===== src/rtl/conv_loop_ctrl_pkg.sv =====
// Shared types and constants for the convolution loop controller.
// Holds the FSM encoding, datapath widths and the issue-to-accumulate depth.
package conv_loop_ctrl_pkg;

    localparam int BYTE      = 8;
    localparam int HALF_WORD = 16;
    localparam int ISSUE_LAT = 2;

    typedef enum logic [1:0] {
        ST_IDLE   = 2'd0,
        ST_RUN    = 2'd1,
        ST_DRAIN  = 2'd2,
        ST_FINISH = 2'd3
    } state_t;

endpackage


===== src/rtl/conv_loop_ctrl_loop_counter.sv =====
// Wrap counter: advances on inc, returns to zero after max and flags wrap that cycle.
// Zero latency on wrap; holds value while inc is low.
module loop_counter
    import conv_loop_ctrl_pkg::*;
#(
    parameter int W = BYTE
) (
    input  logic         clk,
    input  logic         reset,
    input  logic         inc,
    input  logic [W-1:0] max,
    output logic [W-1:0] value,
    output logic         wrap
);

    logic [W-1:0] r_value;

    assign value = r_value;
    assign wrap  = inc && (r_value == max);

    always_ff @(posedge clk) begin
        if (reset) begin
            r_value <= '0;
        end else if (wrap) begin
            r_value <= '0;
        end else if (inc) begin
            r_value <= r_value + 1'b1;
        end
    end

endmodule


===== src/rtl/conv_loop_ctrl.sv =====
// Convolution loop nest j,k,i,m,n,l; accumulate strobes trail issue by ISSUE_LAT cycles, stall freezes issue only.
// Optional CONV_PAD_SKIP_EN flags taps falling in the zero-padding border via pad_zero.
module conv_loop_ctrl
    import conv_loop_ctrl_pkg::*;
#(
    parameter logic [7:0] CONV_DIM_IMG    = 8'd32,
    parameter logic [7:0] CONV_DIM_KERNEL = 8'd5,
    parameter logic [7:0] CONV_DIM_CH     = 8'd3,
    parameter logic [7:0] CONV_OUT_CH     = 8'd32,
    parameter logic [7:0] CONV_DIM_OUT    = 8'd32,
    parameter logic [7:0] STRIDE          = 8'd1,
    parameter logic [7:0] PADDING         = 8'd2
) (
    input  logic       clk,
    input  logic       reset,
    input  logic       start,
    input  logic       stall,
    output logic [7:0] i,
    output logic [7:0] j,
    output logic [7:0] k,
    output logic [7:0] l,
    output logic [7:0] m,
    output logic [7:0] n,
    output logic       enable,
    output logic       acc_clr,
    output logic       acc_en,
    output logic       en_save,
    output logic       pad_zero,
    output logic       busy,
    output logic       done
);

    localparam logic [BYTE-1:0] MAX_CH  = CONV_DIM_CH - 8'd1;
    localparam logic [BYTE-1:0] MAX_K   = CONV_DIM_KERNEL - 8'd1;
    localparam logic [BYTE-1:0] MAX_OC  = CONV_OUT_CH - 8'd1;
    localparam logic [BYTE-1:0] MAX_OUT = CONV_DIM_OUT - 8'd1;

    state_t               r_state;
    state_t               w_state_nxt;
    logic                 w_enable;
    logic                 w_wrap_l, w_wrap_n, w_wrap_m, w_wrap_i, w_wrap_k, w_wrap_j;
    logic                 w_first, w_last, w_drain_done;
    logic [ISSUE_LAT-1:0] r_vld, r_first, r_last;
    logic                 r_save;

    assign w_enable = (r_state == ST_RUN) && !stall;

    // Innermost first: each counter advances when the one inside it wraps.
    loop_counter #(.W(BYTE)) u_cnt_l (.clk(clk), .reset(reset), .inc(w_enable), .max(MAX_CH),  .value(l), .wrap(w_wrap_l));
    loop_counter #(.W(BYTE)) u_cnt_n (.clk(clk), .reset(reset), .inc(w_wrap_l), .max(MAX_K),   .value(n), .wrap(w_wrap_n));
    loop_counter #(.W(BYTE)) u_cnt_m (.clk(clk), .reset(reset), .inc(w_wrap_n), .max(MAX_K),   .value(m), .wrap(w_wrap_m));
    loop_counter #(.W(BYTE)) u_cnt_i (.clk(clk), .reset(reset), .inc(w_wrap_m), .max(MAX_OC),  .value(i), .wrap(w_wrap_i));
    loop_counter #(.W(BYTE)) u_cnt_k (.clk(clk), .reset(reset), .inc(w_wrap_i), .max(MAX_OUT), .value(k), .wrap(w_wrap_k));
    loop_counter #(.W(BYTE)) u_cnt_j (.clk(clk), .reset(reset), .inc(w_wrap_k), .max(MAX_OUT), .value(j), .wrap(w_wrap_j));

    assign w_first = (m == '0) && (n == '0) && (l == '0);
    assign w_last  = (m == MAX_K) && (n == MAX_K) && (l == MAX_CH);

    // Drain ends once the final tap reaches the accumulator with nothing behind it.
    assign w_drain_done = r_vld[ISSUE_LAT-1] && (r_vld[ISSUE_LAT-2:0] == '0);

    always_ff @(posedge clk) begin
        if (reset) begin
            r_state <= ST_IDLE;
        end else begin
            r_state <= w_state_nxt;
        end
    end

    always_comb begin
        w_state_nxt = r_state;
        busy        = 1'b1;
        done        = 1'b0;
        case (r_state)
            ST_IDLE: begin
                busy = 1'b0;
                if (start) w_state_nxt = ST_RUN;
            end
            ST_RUN:    if (w_wrap_j) w_state_nxt = ST_DRAIN;
            ST_DRAIN:  if (w_drain_done) w_state_nxt = ST_FINISH;
            ST_FINISH: begin
                done        = 1'b1;
                w_state_nxt = ST_IDLE;
            end
            default:   w_state_nxt = ST_IDLE;
        endcase
    end

    always_ff @(posedge clk) begin
        if (reset) begin
            r_vld   <= '0;
            r_first <= '0;
            r_last  <= '0;
            r_save  <= 1'b0;
        end else begin
            r_vld   <= {r_vld[ISSUE_LAT-2:0], w_enable};
            r_first <= {r_first[ISSUE_LAT-2:0], w_first};
            r_last  <= {r_last[ISSUE_LAT-2:0], w_last};
            r_save  <= r_vld[ISSUE_LAT-1] && r_last[ISSUE_LAT-1];
        end
    end

    assign enable  = w_enable;
    assign acc_en  = r_vld[ISSUE_LAT-1];
    assign acc_clr = r_vld[ISSUE_LAT-1] && r_first[ISSUE_LAT-1];
    assign en_save = r_save;

`ifdef CONV_PAD_SKIP_EN
    logic [BYTE-1:0]      w_sj, w_sk;
    logic signed [8:0]    w_row, w_col;
    logic                 w_pad;
    logic [ISSUE_LAT-1:0] r_pad;

    assign w_sj  = STRIDE * j;
    assign w_sk  = STRIDE * k;
    assign w_row = $signed({1'b0, w_sj}) + $signed({1'b0, m}) - $signed({1'b0, PADDING});
    assign w_col = $signed({1'b0, w_sk}) + $signed({1'b0, n}) - $signed({1'b0, PADDING});
    assign w_pad = w_row[8] || w_col[8] ||
                   (w_row >= $signed({1'b0, CONV_DIM_IMG})) ||
                   (w_col >= $signed({1'b0, CONV_DIM_IMG}));

    always_ff @(posedge clk) begin
        if (reset) begin
            r_pad <= '0;
        end else begin
            r_pad <= {r_pad[ISSUE_LAT-2:0], w_pad};
        end
    end

    assign pad_zero = r_vld[ISSUE_LAT-1] && r_pad[ISSUE_LAT-1];
`else
    assign pad_zero = 1'b0;
`endif

endmodule


===== config.mk =====
export PLATFORM = sky130hd
export DESIGN_NAME = conv_loop_ctrl
export DESIGN_NICKNAME = d
export VERILOG_FILES = /design/src/rtl/conv_loop_ctrl_pkg.sv /design/src/rtl/conv_loop_ctrl_loop_counter.sv /design/src/rtl/conv_loop_ctrl.sv
export SDC_FILE = /design/constraint.sdc
export NUM_CORES = 1
export LEC_CHECK = 0
export BUFFER_PORTS_ARGS = -buffer_cell sky130_fd_sc_hd__buf_2
export CORE_MARGIN = 3
export CORE_UTILIZATION = 45
export CTS_CLUSTER_DIAMETER = 60
export DETAILED_ROUTE_END_ITERATION = 8
export GPL_TIMING_DRIVEN = 0
export PLACE_DENSITY = 0.68
export SYNTH_ARGS = -nofsm -noshare
export SYNTH_HDL_FRONTEND = slang
export SYNTH_SLANG_ARGS = --single-unit

===== constraint.sdc =====
create_clock -name clk -period 3.5 [get_ports clk]
set_clock_uncertainty 0.1 [all_clocks]
set_input_delay 0.7 -clock clk [delete_from_list [all_inputs] [get_ports clk]]
set_output_delay 0.7 -clock clk [all_outputs]
set_load 0.03 [all_outputs]

Word level (Yosys, flattened, before mapping)
Cells that the tools add are included.

Register bits: 57. Word-level logic and storage cells: 62. Bits of input ports: 4. Output and inout bits: 55.

Bitwise operators: 1. Muxes and demuxes: 6. Add/subtract/negate cells: 6. Reductions and logical operators: 26. Equal/unequal tests: 12.

Operator list (number): $add 8x1->8 const B (6); $eq 8x5->1 const B (3); $logic_not 8->1 (3); $eq 8x3->1 const B (2); $logic_and 1x1->1 (14); $reduce_or 2->1 (6); $eq 8x2->1 const B (1); $pmux 2 s4 (1); $mux 2 (3); $eq 2x2->1 const B (2); $ne 2x2->1 const B (2); $reduce_and 3->1 (1); $eq 2x1->1 const B (1); $logic_not 2->1 (1); $mux 1 (2); $ne 2x1->1 const B (1); $logic_not 1->1 (1); $not 1->1 (1).

Logic depth before layout (Yosys ltp)
Depth after elaboration: 10. Mapped depth: 9. Mapped depth without buffers: 8.

Cells and area by module
Synthesis repeated with hierarchy kept, for this count alone.

Cell total of the unflattened synthesis: 336. Area total of the unflattened synthesis: 3188.1 sq um.

By module, submodules not included: loop_counter (area each 455.4 sq um, cells each 48, seq. area each 160.2 sq um, instances 6); conv_loop_ctrl (area each 455.4 sq um, cells each 48, seq. area each 180.2 sq um, instances 1).

Worst setup path after synthesis
No wires, ideal clock.

Kind: flip-flop to flip-flop. From: reg u_cnt_l.r_value[1] (netlist: u_cnt_l.value[1]). To: reg u_cnt_k.r_value[3] (netlist: u_cnt_k.value[3]). Cell stages (with the launch flop): 8. Arrival: 2.701 ns. Data required time: 3.329 ns. Path slack: 0.628 ns. Period minus slack after synthesis: 2.872 ns. Setup time: 0.071 ns. Buffers on the path: 1. Cells stage by stage: dfxtp_1 -> ha_1 -> or3b_2 -> or3_4 -> or4b_1 -> buf_2 -> or3_1 -> a21oi_1.

Longest elaborated chain between the ends: 7.

Ends and longest elaborated chain: start, declared (RTL line conv_loop_ctrl_loop_counter.sv:16) `logic [W-1:0] r_value;`; start signal, assigned (RTL line conv_loop_ctrl_loop_counter.sv:27) `r_value <= r_value + 1'b1;`; $eq 8x2->1 * (RTL line conv_loop_ctrl_loop_counter.sv:19) `assign wrap = inc && (r_value == max);`; $logic_and 1x1->1 * (4 in series) (RTL line conv_loop_ctrl_loop_counter.sv:19); $logic_and 1x1->1 (RTL line conv_loop_ctrl_loop_counter.sv:19); $reduce_or 2->1 (no source line); end signal, assigned (RTL line conv_loop_ctrl_loop_counter.sv:27); end, declared (RTL line conv_loop_ctrl_loop_counter.sv:16).

Every way passes the cells marked *; elsewhere a longest branch is shown, timed or not. A chain may end at the register's enable or synchronous reset.

Worst setup path in the final report
From: reg u_cnt_l.r_value[0] (netlist: u_cnt_l.value[0]). To: reg u_cnt_j.r_value[2] (netlist: u_cnt_j.value[2]).

Longest elaborated chain between the ends: 8.

Ends and longest elaborated chain (RTL line): $eq 8x2->1 * (conv_loop_ctrl_loop_counter.sv:19); $logic_and 1x1->1 * (5 in series) (conv_loop_ctrl_loop_counter.sv:19); $logic_and 1x1->1 (conv_loop_ctrl_loop_counter.sv:19); $reduce_or 2->1 (no source line); end signal, assigned (conv_loop_ctrl_loop_counter.sv:27); end, declared (conv_loop_ctrl_loop_counter.sv:16).

Marked as above.

==> results.py <==
metrics = {
    "outcome": {
        "status": "finished clean",
    },
    "finish": {
        "syn_to_final_growth_pct": 19.0,
        "final_core_util_pct": 56.4,
        "stdcell_count": 482,
        "final_cell_mix": "buf_2, dfxtp_1, nor2_1, nand2_1",
        "drive_gt1_share_pct": 19.7,
        "layout_commonest_cell": "buf_2",
        "finalNetCount": 423,
        "antenna_cells": 0,
    },
    "global_route": {
        "grt_max_degree": 11,
        "grt_pass1_vias": 2359,
        "grt_antenna_before_repair": 0,
        "grt_pass1_wl_um": 10700,
        "grt_use_total_pct": 18.3,
        "overflow": 0,
    },
    "floorplanning": {
        "core_mm2": 0.00603,
        "dieWidth_um": 85.7,
        "start_util_pct": 47.4,
        "boundaryPins": 59,
        "die_area_mm2": 0.00734,
        "die_h_um": 85.7,
        "rows": 28,
    },
    "timing": {
        "finalHoldWorstSlack_ns": 0.317,
        "layout_setup_ws_ns": 0.407,
        "layout_min_cycle_time_ns": 3.09,
        "fin_crit_sh_pct": 88.4,
        "hold_violations": 0,
        "relSlewSlack_pct": 55.9,
        "worstMarginPinSlew_ns": 0.656,
        "rsz0062_at_grt": "false",
        "setup_tns_ns": 0,
        "finalSetupViolCount": 0,
        "maxSlewViolCount": 0,
        "fmax_mhz": 323,
    },
    "clock_tree": {
        "clock_sinks": 57,
        "cts_tree": "built",
        "path_clk_slew_ns": 0.06,
        "cts_max_path_buffers": 2,
        "cts-resized-gates": 0,
        "cts_htree_levels": 3,
        "post-cts-setup-buffer-count": 0,
        "clock_latency_ns": 0.34,
        "numCtsBuffers": 9,
        "clockRootBuffer": "clkbuf_8",
        "hold_buffers": 0,
    },
    "placement": {
        "place_ws_ns": 0.460,
        "portBuffers": 57,
        "dpl.hpwl_um": 4780,
        "gp_congestion": 0.799,
        "dpl.cell_count": 468,
    },
    "synth": {
        "seq_area_frac_synth_pct": 39.9,
        "ys.flop_type": "dfxtp_1",
        "yosys_register_bits": 57,
        "synth.cell_area_mm2": 0.00286,
        "synth_cell_types": 42,
        "synthCells": 336,
        "synth_warnings": 0,
        "avgSynthCellArea_um2": 8.51,
        "synth_edf_count": 0,
        "async_flop_share_pct": 0,
        "synth_top_area_share_pct": 39.9,
        "yosys-top-cells-area": "dfxtp_1, ha_1, nor2_1",
        "synth_largest_area_cell": "dfxtp_1",
        "syn_nets": 355,
    },
    "flow_run": {
        "maxCapViolCount": 0,
    },
    "pwr": {
        "p_sw_mw": 0.398,
        "power.density_mw_per_mm2": 421,
        "pwr-share-clk_pct": 36.8,
        "p_int_mw": 1.03,
        "sequentialPowerShare_pct": 48.4,
        "vdd_drop_max_uv": 200,
        "pwr-share-comb_pct": 14.8,
        "leakagePower_nw": 1.48,
        "swShare_pct": 27.8,
    },
    "critical_path": {
        "r2r_start": "u_cnt_l.value[0]$_SDFFE_PP0P_",
        "required_ns": 3.66,
        "path_class": "reg2reg",
        "worst-r2r-cell-count": 8,
        "cp-start-kind": "flop",
        "worstPathMaxFanout": 10,
        "r2r_end": "u_cnt_j.value[2]$_SDFFE_PP0P_",
        "r2r_setup_slack_ns": 0.41,
        "critical_path_arrival_ns": 3.26,
        "end_kind": "flop",
    },
    "detailed_routing": {
        "first_pass_iters": 4,
        "ant_nets": 0,
        "vias": 2588,
        "wire_per_inst_um": 13.6,
        "routed_via_density": 5.37,
        "drc": 0,
        "drt_iter0_markers": 77,
        "routed_wl_um": 6540,
    },
    "min_path": {
        "hp-start": "r_last[1]$_SDFF_PP0_",
        "min_path_cells": 2,
        "hold_path_class": "reg2reg",
        "worstHoldEndpoint": "en_save$_SDFF_PP0_",
    },
}
-- routing by layer --
metal / track usage, % / part of all wire (%) / vias to the layer above
met5: 0 / 0 / -
met4: 9.64 / 1.7 / 0
met3: 3.55 / 5.0 / 12
met2: 30.4 / 48 / 55
met1: 22.4 / 45 / 1216
li1: - / - / 1305
-- cell families (layout without fill, tap and decap cells) --
| logic type | after synthesis | in the layout | synth area share, % |
|---|---|---|---|
| adders and majority gates | 15 | 15 | 6.57 |
| and+or+nand+nor | 174 | 174 | 32.8 |
| DFF | 57 | 57 | 39.9 |
| xor gates and xnor gates | 30 | 30 | 9.19 |
| other | 1 | 1 | 0.131 |
| buffers and inverters | 25 | 96 | 3.46 |
| AOI/OAI and AO/OA | 27 | 27 | 5.39 |
| muxes | 7 | 7 | 2.54 |
-- state kept, by name, indices dropped and copies added, names as in the netlist --
name and cells:
r_first 2, u_cnt_m.value 8, r_vld 2, r_state 2, u_cnt_n.value 8, en_save 1, u_cnt_k.value 8, r_last 2
u_cnt_l.value 8, u_cnt_i.value 8, u_cnt_j.value 8
-- synth_stat cells (all sizes together) (3+ instances only) --
master	instances
a21oi	14
nand4	14
inv	11
nand2	21
o21ai	7
nand3	18
nor4	7
and2	3
dfxtp	57
or3	7
nor2	48
or4	7
nor2b	7
xnor2	12
and4	6
and3	8
xor2	18
mux2i	5
nor3	12
clkbuf	11
nand2b	6
ha	15
-- layout make-up --
class / count / area (um2)
fillers: 577 / 2630
multi-input cells: 254 / 1620
flip-flops and latches: 57 / 1140
repair buffers: 57 / 285
clock buffers: 14 / 163
well taps: 75 / 93.8
plain buffers: 13 / 53.8
inverters: 12 / 45.0
-- power by group through the flow --
stage | Sequential, mW | Combinational (mW) | Clock [mW]
6_report | 0.692 | 0.212 | 0.527
5_1_grt | 0.695 | 0.236 | 0.569
4_1_cts | 0.691 | 0.212 | 0.540
3_5_place_dp | 0.705 | 0.211 | 0
3_3_place_gp | 0.705 | 0.205 | 0
2_1_floorplan | 0.711 | 0.154 | 0
-- metrics by stage --
step	cell area, um2	power, mW
floorplan	2860	0.865
global placement	3240	0.910
detailed placement	3240	0.917
CTS	3400	1.44
global route	3400	1.50
finish	3400	1.43
-- worst max path at each step --
stage                                               end                           from  slack (ns)  cells past startpoint
after floorplan           u_cnt_k.value[3]$_SDFFE_PP0P_  u_cnt_l.value[1]$_SDFFE_PP0P_        0.63                      7
after global placement    u_cnt_j.value[2]$_SDFFE_PP0P_  u_cnt_l.value[0]$_SDFFE_PP0P_        0.49                      8
after detailed placement  u_cnt_j.value[2]$_SDFFE_PP0P_  u_cnt_l.value[0]$_SDFFE_PP0P_        0.46                      8
after CTS                 u_cnt_j.value[2]$_SDFFE_PP0P_  u_cnt_l.value[0]$_SDFFE_PP0P_        0.46                      8
after global routing      u_cnt_j.value[2]$_SDFFE_PP0P_  u_cnt_l.value[1]$_SDFFE_PP0P_        0.20                      7
final                     u_cnt_j.value[2]$_SDFFE_PP0P_  u_cnt_l.value[0]$_SDFFE_PP0P_        0.41                      8
-- critical path, stage by stage, from the launching register on --
cell      delay [ns]
dfxtp_1         0.37
inv_1           0.11
ha_1            0.16
or3b_2          0.49
nor4_2          0.58
nand4_1         0.38
clkbuf_1        0.32
or3_1           0.36
a21oi_1         0.14
Note: power is estimated with default switching activity, not from simulation.
